[config.mk]
export PLATFORM = sky130hd
export DESIGN_NAME = irq_dispatch
export DESIGN_NICKNAME = d
export VERILOG_FILES = /design/src/rtl/irq_dispatch.sv
export SDC_FILE = /design/constraint.sdc
export NUM_CORES = 1
export LEC_CHECK = 0
export BUFFER_PORTS_ARGS = -buffer_cell sky130_fd_sc_hd__buf_2
export CAP_MARGIN = 20
export CORE_ASPECT_RATIO = 1.2
export CORE_MARGIN = 2
export CORE_UTILIZATION = 45
export DETAILED_ROUTE_END_ITERATION = 12
export GPL_TIMING_DRIVEN = 0
export PLACE_DENSITY = 0.69
export SYNTH_ARGS = -nofsm -noshare
export SYNTH_HDL_FRONTEND = slang
export SYNTH_SLANG_ARGS = --single-unit
[constraint.sdc]
create_clock -name clk_i -period 8.7 [get_ports clk_i]
set_input_delay 1.74 -clock clk_i [delete_from_list [all_inputs] [get_ports clk_i]]
set_output_delay 1.74 -clock clk_i [all_outputs]
set_load 0.02 [all_outputs]
[src/rtl/irq_dispatch.sv]
`default_nettype none
// ============================================================================
// Module  : irq_dispatch
// Brief   : Preemption-level gate, core handshake, claim pulse and nest stack
// Revision: 1.0
// ============================================================================
module irq_dispatch #(
  parameter int unsigned NrInputs  = 32,
  parameter int unsigned PrioWidth = 8,
  parameter int unsigned NestDepth = 4,
  localparam int unsigned IdxWidth   = $clog2(NrInputs),
  localparam int unsigned DepthWidth = $clog2(NestDepth + 1)
) (
  input  logic                  clk_i,
  input  logic                  rst_ni,
  input  logic                  arb_valid_i,
  input  logic [PrioWidth-1:0]  arb_prio_i,
  input  logic [IdxWidth-1:0]   arb_idx_i,
  input  logic [PrioWidth-1:0]  thresh_i,
  output logic                  irq_valid_o,
  input  logic                  irq_ready_i,
  output logic [IdxWidth-1:0]   irq_id_o,
  output logic [PrioWidth-1:0]  irq_prio_o,
  input  logic                  mret_i,
  output logic                  claim_o,
  output logic [IdxWidth-1:0]   claim_idx_o,
  output logic [PrioWidth-1:0]  level_o,
  output logic [DepthWidth-1:0] depth_o,
  output logic                  err_o
);

  localparam logic [1:0] ST_IDLE   = 2'd0;
  localparam logic [1:0] ST_CLAIM  = 2'd1;
  localparam logic [1:0] ST_SETTLE = 2'd2;

  logic [1:0]            state_q, state_d;
  logic                  irq_valid_q, irq_valid_d;
  logic [IdxWidth-1:0]   irq_id_q, irq_id_d;
  logic [PrioWidth-1:0]  irq_prio_q, irq_prio_d;
  logic [IdxWidth-1:0]   claim_idx_q, claim_idx_d;
  logic                  err_q, err_d;
  logic [DepthWidth-1:0] depth_q, depth_d;
  logic [PrioWidth-1:0]  stack_q [NestDepth];
  logic [PrioWidth-1:0]  stack_d [NestDepth];

  logic [PrioWidth-1:0]  w_top_prio;
  logic [PrioWidth-1:0]  w_level;
  logic                  w_eligible;
  logic                  w_handshake;
  logic                  w_pop;
  logic                  w_push;
  logic [DepthWidth-1:0] w_depth_popped;

  always_comb begin
    w_top_prio = '0;
    for (int i = 0; i < NestDepth; i++) begin
      if (depth_q == DepthWidth'(i + 1)) w_top_prio = stack_q[i];
    end
    w_level     = (thresh_i > w_top_prio) ? thresh_i : w_top_prio;
    w_eligible  = arb_valid_i && (arb_prio_i > w_level) &&
                  (depth_q < DepthWidth'(NestDepth));
    w_handshake = irq_valid_q && irq_ready_i;
  end

  // State register
  always_ff @(posedge clk_i or negedge rst_ni) begin
    if (!rst_ni) begin
      state_q     <= ST_IDLE;
      irq_valid_q <= 1'b0;
      irq_id_q    <= '0;
      irq_prio_q  <= '0;
      claim_idx_q <= '0;
      err_q       <= 1'b0;
      depth_q     <= '0;
      for (int i = 0; i < NestDepth; i++) stack_q[i] <= '0;
    end else begin
      state_q     <= state_d;
      irq_valid_q <= irq_valid_d;
      irq_id_q    <= irq_id_d;
      irq_prio_q  <= irq_prio_d;
      claim_idx_q <= claim_idx_d;
      err_q       <= err_d;
      depth_q     <= depth_d;
      stack_q     <= stack_d;
    end
  end

  // Next-state logic
  always_comb begin
    state_d = state_q;
    case (state_q)
      ST_IDLE:   if (w_handshake) state_d = ST_CLAIM;
      ST_CLAIM:  state_d = ST_SETTLE;
      ST_SETTLE: state_d = ST_IDLE;
      default:   state_d = ST_IDLE;
    endcase
  end

  // Output and datapath logic
  always_comb begin
    irq_valid_d = 1'b0;
    case (state_q)
      ST_IDLE:   irq_valid_d = w_eligible && !w_handshake;
      ST_SETTLE: irq_valid_d = w_eligible;
      default:   irq_valid_d = 1'b0;
    endcase
    irq_id_d    = arb_idx_i;
    irq_prio_d  = arb_prio_i;
    claim_idx_d = w_handshake ? irq_id_q : claim_idx_q;
    err_d       = mret_i && (depth_q == '0);

    // Pop before push so a same-cycle mret and accept replaces the top entry.
    w_pop          = mret_i && (depth_q != '0);
    w_depth_popped = w_pop ? (depth_q - DepthWidth'(1)) : depth_q;
    w_push         = w_handshake && (w_depth_popped < DepthWidth'(NestDepth));
    depth_d        = w_push ? (w_depth_popped + DepthWidth'(1)) : w_depth_popped;
    stack_d        = stack_q;
    for (int i = 0; i < NestDepth; i++) begin
      if (w_push && (w_depth_popped == DepthWidth'(i))) stack_d[i] = irq_prio_q;
    end
  end

  assign irq_valid_o = irq_valid_q;
  assign irq_id_o    = irq_id_q;
  assign irq_prio_o  = irq_prio_q;
  assign claim_o     = (state_q == ST_CLAIM);
  assign claim_idx_o = claim_idx_q;
  assign level_o     = w_level;
  assign depth_o     = depth_q;
  assign err_o       = err_q;

endmodule
`default_nettype wire
== Yosys cells after proc, flatten, opt, wreduce, memory -nomap -nowiden ==
Index checks and enable logic that the tools add are counted.
Operators by class
  $lt $le $gt $ge: 4
  shifts and indexed selects: 0
  divide/modulo/power cells: 0
  reduce and logical (&&, ||, !) cells: 16
  multiplexer cells: 10
  add/sub/neg operators: 2
  multiply operators: 0
  equality and inequality tests: 10
  bitwise logic cells: 0
Operators with widths (count)
  $mux W8: 5
  $gt A8 B8 Y1: 2
  $eq A3 B2 Y1 const B: 4
  $logic_and A1 B1 Y1: 11
  $eq A3 B1 Y1 const B: 2
  $logic_not A3 Y1: 2
  $lt A3 B3 Y1 const B: 2
  $mux W3: 2
  $pmux W2 S2: 1
  $add A3 B1 Y3 const B: 1
  $eq A3 B3 Y1 const B: 1
  $reduce_bool A3 Y1: 1
  $sub A3 B1 Y3 const B: 1
  $eq A2 B1 Y1 const B: 1
  $eq A2 B2 Y1 const B: 1
  $logic_not A2 Y1: 1
  $mux W2: 1
  $ne A2 B2 Y1 const B: 1
  $pmux W1 S2: 1
  $logic_not A1 Y1: 1
Word-level totals
  memory bits (writable): 0
  word-level logic and storage cells: 53
  memory bits (read-only): 0
  input bits: 26
  memories kept: 0
  output and inout port bits: 32
  latch bits: 0
  bits in registers: 57

== Depth between registers and ports, before layout ==
Gate-level depths: netlist of run 1.
  depth after elaboration: 12
  depth in mapped cells: 18
  depth with buffers taken out: 17

== Least setup slack after synthesis of run 1 ==
Ideal clock, no wire load.
  kind: in2out
  start point: input port thresh_i[1]
  end point: output port level_o[0]
  arrival time: 3.239 ns
  path slack: 3.721 ns
  stages on the path: 7
  data required time: 6.960 ns
  path buffers: 1
  cells stage by stage: ha_1 nor2b_1 o211ai_1 a21oi_1 o22ai_2 buf_4 mux2_2
On the way
  longest elaborated chain between the ends: 2
Ends and longest elaborated chain
  from (decl): RTL line 19  | input logic [PrioWidth-1:0] thresh_i,
  $gt A8 B8 Y1: RTL line 59  | w_level = (thresh_i > w_top_prio) ? thresh_i : w_top_prio;
  $mux W8: RTL line 59
  to (decl): RTL line 27  | output logic [PrioWidth-1:0] level_o,
No other way between the ends.

== Final worst setup path of run 1 ==
  start point: register depth_q[1], in the netlist depth_o[1]
  end point: output port level_o[0]
On the way
  longest elaborated chain between the ends: 7
  elaborated cells between the ends (all ways): 10
  those cells by class: order compare: 1; eq/ne: 4; mux: 5
Ends and longest elaborated chain
  from (decl): RTL line 42  | logic [DepthWidth-1:0] depth_q, depth_d;
  from (signal assigned): RTL line 83  | depth_q <= depth_d;
  $eq A3 B1 Y1: RTL line 57  | if (depth_q == DepthWidth'(i + 1)) w_top_prio = stack_q[i];
  $mux W8 (3 in series): RTL line 57
  $mux W8 (*): RTL line 57
  $gt A8 B8 Y1: RTL line 59
  $mux W8 (*): RTL line 59
Mark *: on every way between the ends. The rest lies on a longest branch, timed or not.

==> results of run 1 <==
==> sequential cells by signal (all words and copies together) (netlist names) <==
| register | flops |
|---|---|
| irq_prio_o | 8 |
| irq_valid_o | 1 |
| err_o | 1 |
| depth_o | 3 |
| stack_q | 32 |
| state_q | 2 |
| irq_id_o | 5 |
| claim_idx_o | 5 |
==> synthesized netlist by cell type, drive strengths merged, types with 4 or more instances <==
cell / number / area share
nand4: 4 / 0.0080
a32oi: 7 / 0.020
mux2: 46 / 0.20
ha: 26 / 0.10
nand2: 7 / 0.0084
o21ai: 9 / 0.014
and2: 4 / 0.011
mux2i: 8 / 0.027
nor2b: 6 / 0.012
dfrtp: 57 / 0.46
buf: 9 / 0.027
a221o: 5 / 0.016
a21oi: 16 / 0.026
inv: 22 / 0.026
==> power by group through the flow <==
stage,Sequential [mW],Combinational (mW),Clock (mW)
floorplan,0.444,0.487,0
global placement,0.426,0.667,0
detailed placement,0.426,0.682,0
CTS,0.427,0.683,0.250
global route,0.438,0.753,0.262
finish,0.427,0.679,0.243
==> layout by cell type (no fill, tap or decap), types with 7 or more instances in the layout <==
cell and instances:
a21oi_1 16, a32oi_1 7, buf_2 58, clkbuf_8 10
dfrtp_1 57, ha_1 26, inv_1 22, mux2_2 14
mux2_4 32, mux2i_1 7, nand2_1 7, o21ai_0 9
==> routing by layer <==
| metal | vias to the layer above | global-route usage | wire (um) |
|---|---|---|---|
| met3 | 13 | 0.0549 | 364 |
| li1 | 1006 | - | - |
| met2 | 57 | 0.316 | 3210 |
| met4 | 0 | 0.0847 | 180 |
| met1 | 1034 | 0.246 | 2990 |
| met5 | - | 0 | 0 |
==> kinds of logic after synthesis <==
group / count (synthesis) / synth area share
adders and majority gates: 26 / 0.104
buffers and inverters: 33 / 0.0556
DFF: 57 / 0.456
and+or+nand+nor: 29 / 0.0556
xor gates and xnor gates: 2 / 0.00560
muxes: 54 / 0.231
AOI/OAI and AO/OA: 43 / 0.0920
==> cell type report <==
type,count,area (sq um),share of cell area
multi-input combinational,154,1530,0.409
sequential,57,1430,0.382
timing repair buffer,58,305,0.0817
clock buffer,10,138,0.0368
tap,87,109,0.0291
buffer,11,91.3,0.0244
inverter,22,82.6,0.0221
clock inverter,6,57.6,0.0154
==> final timing paths <==
check / from / endpoint / slack [ns] / depth (start not counted)
hold reg to reg: state_q[1]$_DFFE_PN0P_ / state_q[1]$_DFFE_PN0P_ / 0.48 / 1
max in group asynchronous: rst_ni / stack_q[28]$_DFFE_PN0P_ / 6.67 / 2
setup reg to reg: depth_o[1]$_DFF_PN0_ / irq_valid_o$_DFF_PN0_ / 4.41 / 17
setup / recovery: depth_o[1]$_DFF_PN0_ / level_o[0] / 3.09 / 12
min in group asynchronous: rst_ni / stack_q[9]$_DFFE_PN0P_ / 1.45 / 1
hold / removal: state_q[1]$_DFFE_PN0P_ / state_q[1]$_DFFE_PN0P_ / 0.48 / 1
==> worst reg2reg max path, delay by kind of cell, from the launching register on <==
family | cells | cell delay, ns
compound gates | 9 | 1.58
fa+ha+maj | 3 | 0.93
buf+inv | 2 | 0.77
flops | 1 | 0.42
mux | 1 | 0.21
simple gates | 2 | 0.29
==> per-stage QoR <==
step	setup slack, ns	power [mW]	cell area (sq um)	cells	hold slack [ns]
after global placement	3.29	1.09	3520	388	0.470
after detailed placement	3.29	1.11	3540	389	0.477
after floorplan	3.72	0.931	3130	244	0.442
after global routing	2.87	1.45	3740	405	0.518
after CTS	3.07	1.36	3740	405	0.490
final	3.09	1.35	3740	405	0.483
==> flow_summary.yaml, run 1 <==
clock_tree:
  cts_tree: "done"
  clock-sinks: 57
  cts_buffer_depth: 2
  htreeDepth: 3
  clock_latency_ns: 0.34
  holdBufCountCts: 0
  root_buffer: "clkbuf_8"
  cts-resized-gates: 0
  cts.clk_slew.worst_paths_ns: 0.07
  numCtsBuffers: 9
  postCtsSetupRepairBufs: 0
pwr:
  pwr-share-comb: 0.503
  p_leak_nw: 1.87
  p_seq_frac: 0.317
  p_sw_frac: 0.388
  ir_drop_mv: 0.190
  internal_power_mw: 0.825
  power_density_mw_per_mm2: 361
  power.switching_mw: 0.524
  p_clk_frac: 0.180
placed_design:
  dp_hpwl_um: 4920
  io_buffers: 57
  routabilityCongestion: 0.786
outcome:
  outcome: "complete, no violations"
synthesis:
  synth_cells: 244
  ys.flop_type: "dfrtp_1"
  ys_seq_area_frac: 0.456
  yosys_warnings: 0
  synth_nets: 296
  syn-cell-area_sq_mm: 0.00313
  synth_edf_count: 0
  syn_avg_cell_area_sq_um: 12.8
  synthDistinctLibCells: 32
  async_reset_ff_frac: 1.00
  ys_seq_elements: 57
die:
  die_area_sq_mm: 0.00763
  initial_utilization: 0.462
  std_cell_rows: 33
  io_pins: 58
  dieWidth_um: 80.1
  coreArea_sq_mm: 0.00677
  die_y_um: 95.3
sta:
  clock-skew-final_ns: 0.0104
  fin_tns_setup_ns: 0
  setup_viol: 0
  report.final.slew_viol_count: 0
  hold_viol_final: 0
  relSlewSlack: 0.528
  rsz0062_at_grt: "no"
  finalCritPeriodShare: 0.644
  worst_slew_pin_slew_ns: 0.708
  max_freq_mhz: 178
  period_minus_slack_ns: 5.61
critical_path:
  start_kind: "register"
  cp.required_ns: 6.96
  critical-path-top-delay-family: "compound AO/OA/AOI/OAI gates"
  critPathKind: "register to output port"
  worst-path-max-fanout: 10
  timing.critical_path.buf_inv: 3
  crit_path_end_kind: "output port"
  critPathArrivalTime_ns: 3.87
  critPathMaxStageDelay_ns: 0.48
  worstPathCellList: "ha_1, clkbuf_1, a21oi_1, a32oi_1, ha_1, nor2b_1, o211ai_1, a21oi_1, o22ai_2, buf_4, mux2_2, buf_2"
  crit_slowest_cell: "clkbuf_1"
global_route:
  grt_max_degree: 31
  grt_pass1_vias: 2223
  grt_overflow: 0
  antenna_found_initial: 0
  grt_pass1_wl_um: 11000
  grt.total_usage: 0.196
detailed_routing:
  drt_iter0_markers: 77
  via_per_inst: 5.21
  vias: 2110
  dr.pass1.iters: 4
  ant_nets: 0
  drt_wl_total_um: 6740
  drc: 0
  post_drt_wl_per_cell_um: 16.7
flow_run:
  cap_violations: 0
layout:
  drive_gt1_frac: 0.425
  syn2layout_area_growth_pct: 19.5
  antenna_cells: 0
  final_nets: 365
  nFillCells: 587
  utilization: 0.552
worst_hold_path:
  hold_path_class: "register to register"
(Power assumes the default switching activity.)
==> inputs of run 2 (changes only) <==
--- a/config.mk
+++ b/config.mk
@@ -12,7 +12,7 @@
 export CORE_UTILIZATION = 45
 export DETAILED_ROUTE_END_ITERATION = 12
 export GPL_TIMING_DRIVEN = 0
-export PLACE_DENSITY = 0.69
+export PLACE_DENSITY = 0.71
 export SYNTH_ARGS = -nofsm -noshare
 export SYNTH_HDL_FRONTEND = slang
 export SYNTH_SLANG_ARGS = --single-unit
==> constraint.sdc (replaced) <==
create_clock -name clk_i -period 5.1 [get_ports clk_i]
set_input_delay 1.02 -clock clk_i [delete_from_list [all_inputs] [get_ports clk_i]]
set_output_delay 1.02 -clock clk_i [all_outputs]
set_load 0.02 [all_outputs]
==> run 2 against run 1 <==
Compared with the run above:
- clock skew is essentially flat
- final cell count unchanged
- worst hold slack barely moved
- sequential share of layout area is essentially flat
- wire length decreased by 0.68%
- global-route usage decreased by 0.27 points
- worst setup slack got worse by 2.8 ns
- highest routed layer unchanged
==> flow_summary.yaml, run 2 (same netlist as run 1, synthesis figures left out) <==
clock_tree:
  clock-sinks: 57
  cts_buffer_depth: 2
  cts.clk_slew.worst_paths_ns: 0.06
  clock_latency_ns: 0.33
  htreeDepth: 3
  numCtsBuffers: 9
  holdBufCountCts: 0
  cts_tree: "done"
  root_buffer: "clkbuf_8"
pwr:
  ir_drop_mv: 0.310
  p_leak_nw: 1.87
  power_mw: 2.31
  power_density_mw_per_mm2: 619
detailed_routing:
  ant_nets: 0
  vias: 2132
  drt_iter0_markers: 125
  via_per_inst: 5.26
  post_drt_wl_per_cell_um: 16.5
  drt_wl_total_um: 6700
  drc: 0
  dr.pass1.iters: 4
layout:
  final_cell_mix: "58 x buf_2, 57 x dfrtp_1, 32 x mux2_4, 26 x ha_1, 22 x inv_1"
  fin_area_sq_mm: 0.00373
  drive_gt1_frac: 0.421
  largest_reg_flops: 32
  final_common_cell: "buf_2"
  final_nets: 365
  antenna_cells: 0
  syn2layout_area_growth_pct: 19.4
  top_register: "stack_q"
placed_design:
  placed_area_sq_mm: 0.00354
  io_buffers: 57
  dp_hpwl_um: 4770
  preCtsSetupSlack_ns: 0.556
  routabilityCongestion: 0.812
die:
  die_area_sq_mm: 0.00763
  std_cell_rows: 33
  io_pins: 58
  initial_utilization: 0.462
  die_y_um: 95.3
  dieWidth_um: 80.1
  coreArea_sq_mm: 0.00677
critical_path:
  crit_path_end_kind: "output port"
  worstPathCellList: "inv_1, ha_1, clkbuf_1, a221o_1, a32oi_1, ha_1, nor2b_1, o211ai_1, a21oi_1, o22ai_2, buf_4, mux2_2, buf_2"
  worst-path-max-fanout: 10
  start_kind: "register"
  critPathArrivalTime_ns: 3.79
  cpMostUsedCell: "ha_1"
  crit_slowest_cell: "dfrtp_1"
  critPathKind: "register to output port"
  cp.required_ns: 4.08
  critPathMaxStageDelay_ns: 0.39
global_route:
  grt_overflow: 0
  grt_pass1_wl_um: 10700
  grt_pass1_vias: 2156
  grt_max_degree: 32
  antenna_found_initial: 0
  grt.total_usage: 0.193
sta:
  relSlewSlack: 0.524
  clock-skew-final_ns: 0.0100
  max_freq_mhz: 208
  hold_viol_final: 0
  worst_slew_pin_slew_ns: 0.715
  setup_viol: 0
  period_minus_slack_ns: 4.81
  rsz0062_at_grt: "no"
  report.final.slew_viol_count: 0
  finalCritPeriodShare: 0.944
  fin_tns_setup_ns: 0
  fin_ws_ns: 0.286
  hold_slack_ns: 0.483
worst_hold_path:
  hold_path_class: "register to register"
flow_run:
  cap_violations: 0
outcome:
  outcome: "complete, no violations"
[run 2: path summary, 6_finish.rpt]
path | startpoint | endpoint | slack (ns) | depth (start not counted)
max | depth_o[0]$_DFF_PN0_ | level_o[0] | 0.29 | 13
max reg2reg | depth_o[0]$_DFF_PN0_ | irq_valid_o$_DFF_PN0_ | 0.87 | 18
min in group asynchronous | rst_ni | irq_prio_o[0]$_DFF_PN0_ | 0.74 | 1
min | state_q[1]$_DFFE_PN0P_ | state_q[1]$_DFFE_PN0P_ | 0.48 | 1
max in group asynchronous | rst_ni | depth_o[0]$_DFF_PN0_ | 3.77 | 2
min reg2reg | state_q[1]$_DFFE_PN0P_ | state_q[1]$_DFFE_PN0P_ | 0.48 | 1
[run 2: final cells by class]
| cell class | instances | area (sq um) |
|---|---|---|
| Clock buffer | 13 | 149 |
| Buffer | 11 | 92.6 |
| Inverter | 22 | 82.6 |
| Sequential cell | 57 | 1430 |
| Clock inverter | 3 | 40.0 |
| Fill cell | 603 | 3040 |
| Timing Repair Buffer | 58 | 305 |
| Multi-Input combinational cell | 154 | 1530 |
| Tap cell | 87 | 109 |
[run 2: power breakdown]
part	leakage (nW)	switching [mW]	internal [mW]
sequential	0.723	0.107	0.619
clock	0.0974	0.172	0.238
combinational	1.05	0.615	0.559
[run 2: stage by stage]
step           std cells  utilization
3_5_place_dp         389        0.523
4_1_cts              405        0.551
6_report             405        0.551
3_3_place_gp         388        0.520
2_1_floorplan        244            -
5_1_grt              405        0.551
[run 2: per-layer routing]
layer / wire length [um] / share of wire / track usage
met1: 2850 / 0.42 / 0.247
met5: 0 / 0 / 0
met2: 3230 / 0.48 / 0.299
met3: 376 / 0.056 / 0.0455
met4: 240 / 0.036 / 0.114
[run 2: critical path: cells and delay by family (launching register included)]
kind	cells	cell delay, ns
AO/OA/AOI/OAI	5	1.18
buffers and inverters	4	0.84
adder cells (fa/ha/maj)	2	0.54
flip-flops	1	0.39
multiplexers	1	0.38
AND/OR/NAND/NOR	1	0.13
[run 2: timing repair]
action | CTS | global route
hold endpoints to repair | 0 | 0
endpoints found under the setup margin | 0 | 1
gates resized for setup | 0 | 3
setup buffers | 0 | 0
==> inputs of run 3 (changes only) <==
--- a/config.mk
+++ b/config.mk
@@ -5,6 +5,7 @@
 export SDC_FILE = /design/constraint.sdc
 export NUM_CORES = 1
 export LEC_CHECK = 0
+export ABC_AREA = 1
 export BUFFER_PORTS_ARGS = -buffer_cell sky130_fd_sc_hd__buf_2
 export CAP_MARGIN = 20
 export CORE_ASPECT_RATIO = 1.2
==> run 3 against run 2 <==
Compared with the run above:
- critical path depth grew 6
- final cell count is 36% higher
- core utilization up 0.68 points
- wire length shrank 1.4%
- clock-buffer cell count decreased by 4
- critical endpoint unchanged
- largest power group unchanged
- worst setup slack improved by 0.095 ns
- worst hold slack got worse by 0.012 ns
- sequential share of layout area is 0.69 points lower
- flip-flop and latch count unchanged
- synthesized cell count is 59% higher
==> flow_summary.yaml, run 3 <==
sta:
  setup_viol: 0
  hold_viol_final: 0
  relSlewSlack: 0.634
  finalCritPeriodShare: 0.925
  hold_slack_ns: 0.470
  worst_slew_pin_slew_ns: 0.549
  max_freq_mhz: 212
  clock-skew-final_ns: 0.00735
  period_minus_slack_ns: 4.72
  report.final.slew_viol_count: 0
  fin_tns_setup_ns: 0
  rsz0062_at_grt: "no"
clock_tree:
  numCtsBuffers: 9
  clock_latency_ns: 0.33
  htreeDepth: 3
  cts_tree: "done"
  clock-sinks: 57
  cts.clk_slew.worst_paths_ns: 0.07
  cts-resized-gates: 0
  holdBufCountCts: 0
  postCtsSetupRepairBufs: 0
  root_buffer: "clkbuf_8"
  cts_buffer_depth: 2
synthesis:
  yosysMostFrequentCell: "nand2_1"
  ys_seq_elements: 57
  async_reset_ff_frac: 1.00
  synth_nets: 440
  syn-cell-area_sq_mm: 0.00317
  ys_seq_area_frac: 0.450
  ys.flop_type: "dfrtp_1"
  synthDistinctLibCells: 27
  synth_top_area_share: 0.450
  synth_commonest_cells: "139 x nand2_1, 57 x dfrtp_1, 46 x inv_1, 26 x ha_1, 25 x nand3_1"
  synth_area_leader_cell: "dfrtp_1"
  yosys_warnings: 0
  synth_cells: 388
  synth_edf_count: 0
  syn_avg_cell_area_sq_um: 8.17
  synth.area.top_cells: "dfrtp_1 45%, nand2_1 16%, ha_1 10%"
pwr:
  ir_drop_mv: 0.273
  power_density_mw_per_mm2: 526
  p_leak_nw: 2.06
flow_run:
  cap_violations: 0
layout:
  fin_area_sq_mm: 0.00380
  nFillCells: 638
  drive_gt1_frac: 0.223
  antenna_cells: 0
  largest_reg_flops: 32
  final_nets: 509
  final_common_cell: "nand2_1"
  final_cell_mix: "139 x nand2_1, 60 x buf_2, 57 x dfrtp_1, 46 x inv_1, 26 x ha_1"
  syn2layout_area_growth_pct: 20.0
  multi_input_area_sq_mm: 0.00149
  seq_area_sq_mm: 0.00143
  top_register: "stack_q"
  utilization: 0.558
global_route:
  grt.total_usage: 0.196
  grt_pass1_wl_um: 11600
  grt_overflow: 0
  antenna_found_initial: 0
  grt_pass1_vias: 2625
  grt_max_degree: 34
critical_path:
  crit_slowest_cell: "dfrtp_1"
  critPathKind: "register to output port"
  worst-path-max-fanout: 10
  cp.required_ns: 4.08
  crit_path_end_kind: "output port"
  critPathArrivalTime_ns: 3.70
  start_kind: "register"
  worstPathCellList: "inv_1, ha_1, buf_2, inv_1, nor2_1, nand2_1, nand3_1, nand2_1, nand2_1, inv_1, ha_1, nand2_1, nor2_1, nand4_1, nand2_1, buf_4, nand2_1, nand2_1, buf_2"
  cpMostUsedCell: "nand2_1"
  timing.critical_path.buf_inv: 6
  critical-path-top-delay-family: "simple AND/OR/NAND/NOR gates"
  critPathMaxStageDelay_ns: 0.41
detailed_routing:
  drt_iter0_markers: 112
  highest_layer: "met4"
  drt_wl_total_um: 6600
  met3_length_um: 200
  drc: 0
  dr.pass1.iters: 4
  wl_met2_um: 3400
  ant_nets: 0
  via_per_inst: 4.77
  post_drt_wl_per_cell_um: 12.0
  vias: 2620
  wl_met1_um: 2890
die:
  initial_utilization: 0.465
  coreArea_sq_mm: 0.00681
  die_area_sq_mm: 0.00773
  io_pins: 58
  dieWidth_um: 80.6
  die_y_um: 95.9
  std_cell_rows: 33
placed_design:
  io_buffers: 57
  dp_hpwl_um: 5300
  placed_area_sq_mm: 0.00358
  routabilityCongestion: 0.836
worst_hold_path:
  hold_path_class: "register to register"
outcome:
  outcome: "complete, no violations"
## run 3: layer usage
layer / vias to the layer above / GRT usage
li1: 1366 / -
met1: 1199 / 0.234
met2: 44 / 0.349
met3: 11 / 0.0394
met4: 0 / 0.0692
met5: - / 0
## run 3: worst reg2reg max path: stages, from the launching register on
cell and delay [ns]:
dfrtp_1 0.41, inv_1 0.15, ha_1 0.16, buf_2 0.20, inv_1 0.06, nor2_1 0.35, nand2_1 0.09, nand3_1 0.10
nand2_1 0.06, nand2_1 0.10, inv_1 0.07, ha_1 0.29, nand2_1 0.07, nor2_1 0.14, nand4_1 0.28, clkbuf_1 0.32
nand3_1 0.14, nand2_1 0.07, ha_1 0.26, nand2_1 0.04, nor2_1 0.21, nand4_1 0.12, nand4_1 0.09, a21oi_1 0.04
## run 3: stage by stage
stage	setup WS, ns	power [mW]	cells
after global routing	0.00364	2.18	549
after CTS	0.373	2.02	549
after global placement	0.806	1.52	532
after detailed placement	0.755	1.56	533
after floorplan	1.30	1.31	388
final	0.381	2.00	549
## run 3: report_power, final
group	leakage (nW)	switching (mW)	internal [mW]
Sequential	0.742	0.0705	0.570
Clock	0.109	0.186	0.275
Combinational	1.21	0.578	0.323
## run 3: layout make-up
class,count,share of cell area
timing repair buffer,58,0.0803
multi-input combinational,274,0.392
clock buffer,9,0.0326
tap,87,0.0286
inverter,47,0.0464
clock inverter,7,0.0250
sequential,57,0.375
buffer,10,0.0197
## run 3: cells by family (layout without fill, tap and decap cells)
family          after synthesis  after routing  synth area share
simple gates                199            199             0.273
flops                        57             57             0.450
buf+inv                      57            131            0.0794
compound gates               47             47            0.0896
fa+ha+maj                    26             26             0.103
xor+xnor                      2              2           0.00553
## run 3: path summary, 6_finish.rpt
check | depth (start not counted) | endpoint | startpoint | slack, ns
min in group asynchronous | 1 | irq_id_o[2]$_DFF_PN0_ | rst_ni | 0.67
min | 2 | claim_idx_o[2]$_DFFE_PN0P_ | irq_id_o[2]$_DFF_PN0_ | 0.47
max reg2reg | 23 | irq_valid_o$_DFF_PN0_ | depth_o[0]$_DFF_PN0_ | 1.13
min reg2reg | 2 | claim_idx_o[2]$_DFFE_PN0P_ | irq_id_o[2]$_DFF_PN0_ | 0.47
max | 19 | level_o[0] | depth_o[0]$_DFF_PN0_ | 0.38
max in group asynchronous | 2 | stack_q[26]$_DFFE_PN0P_ | rst_ni | 3.86
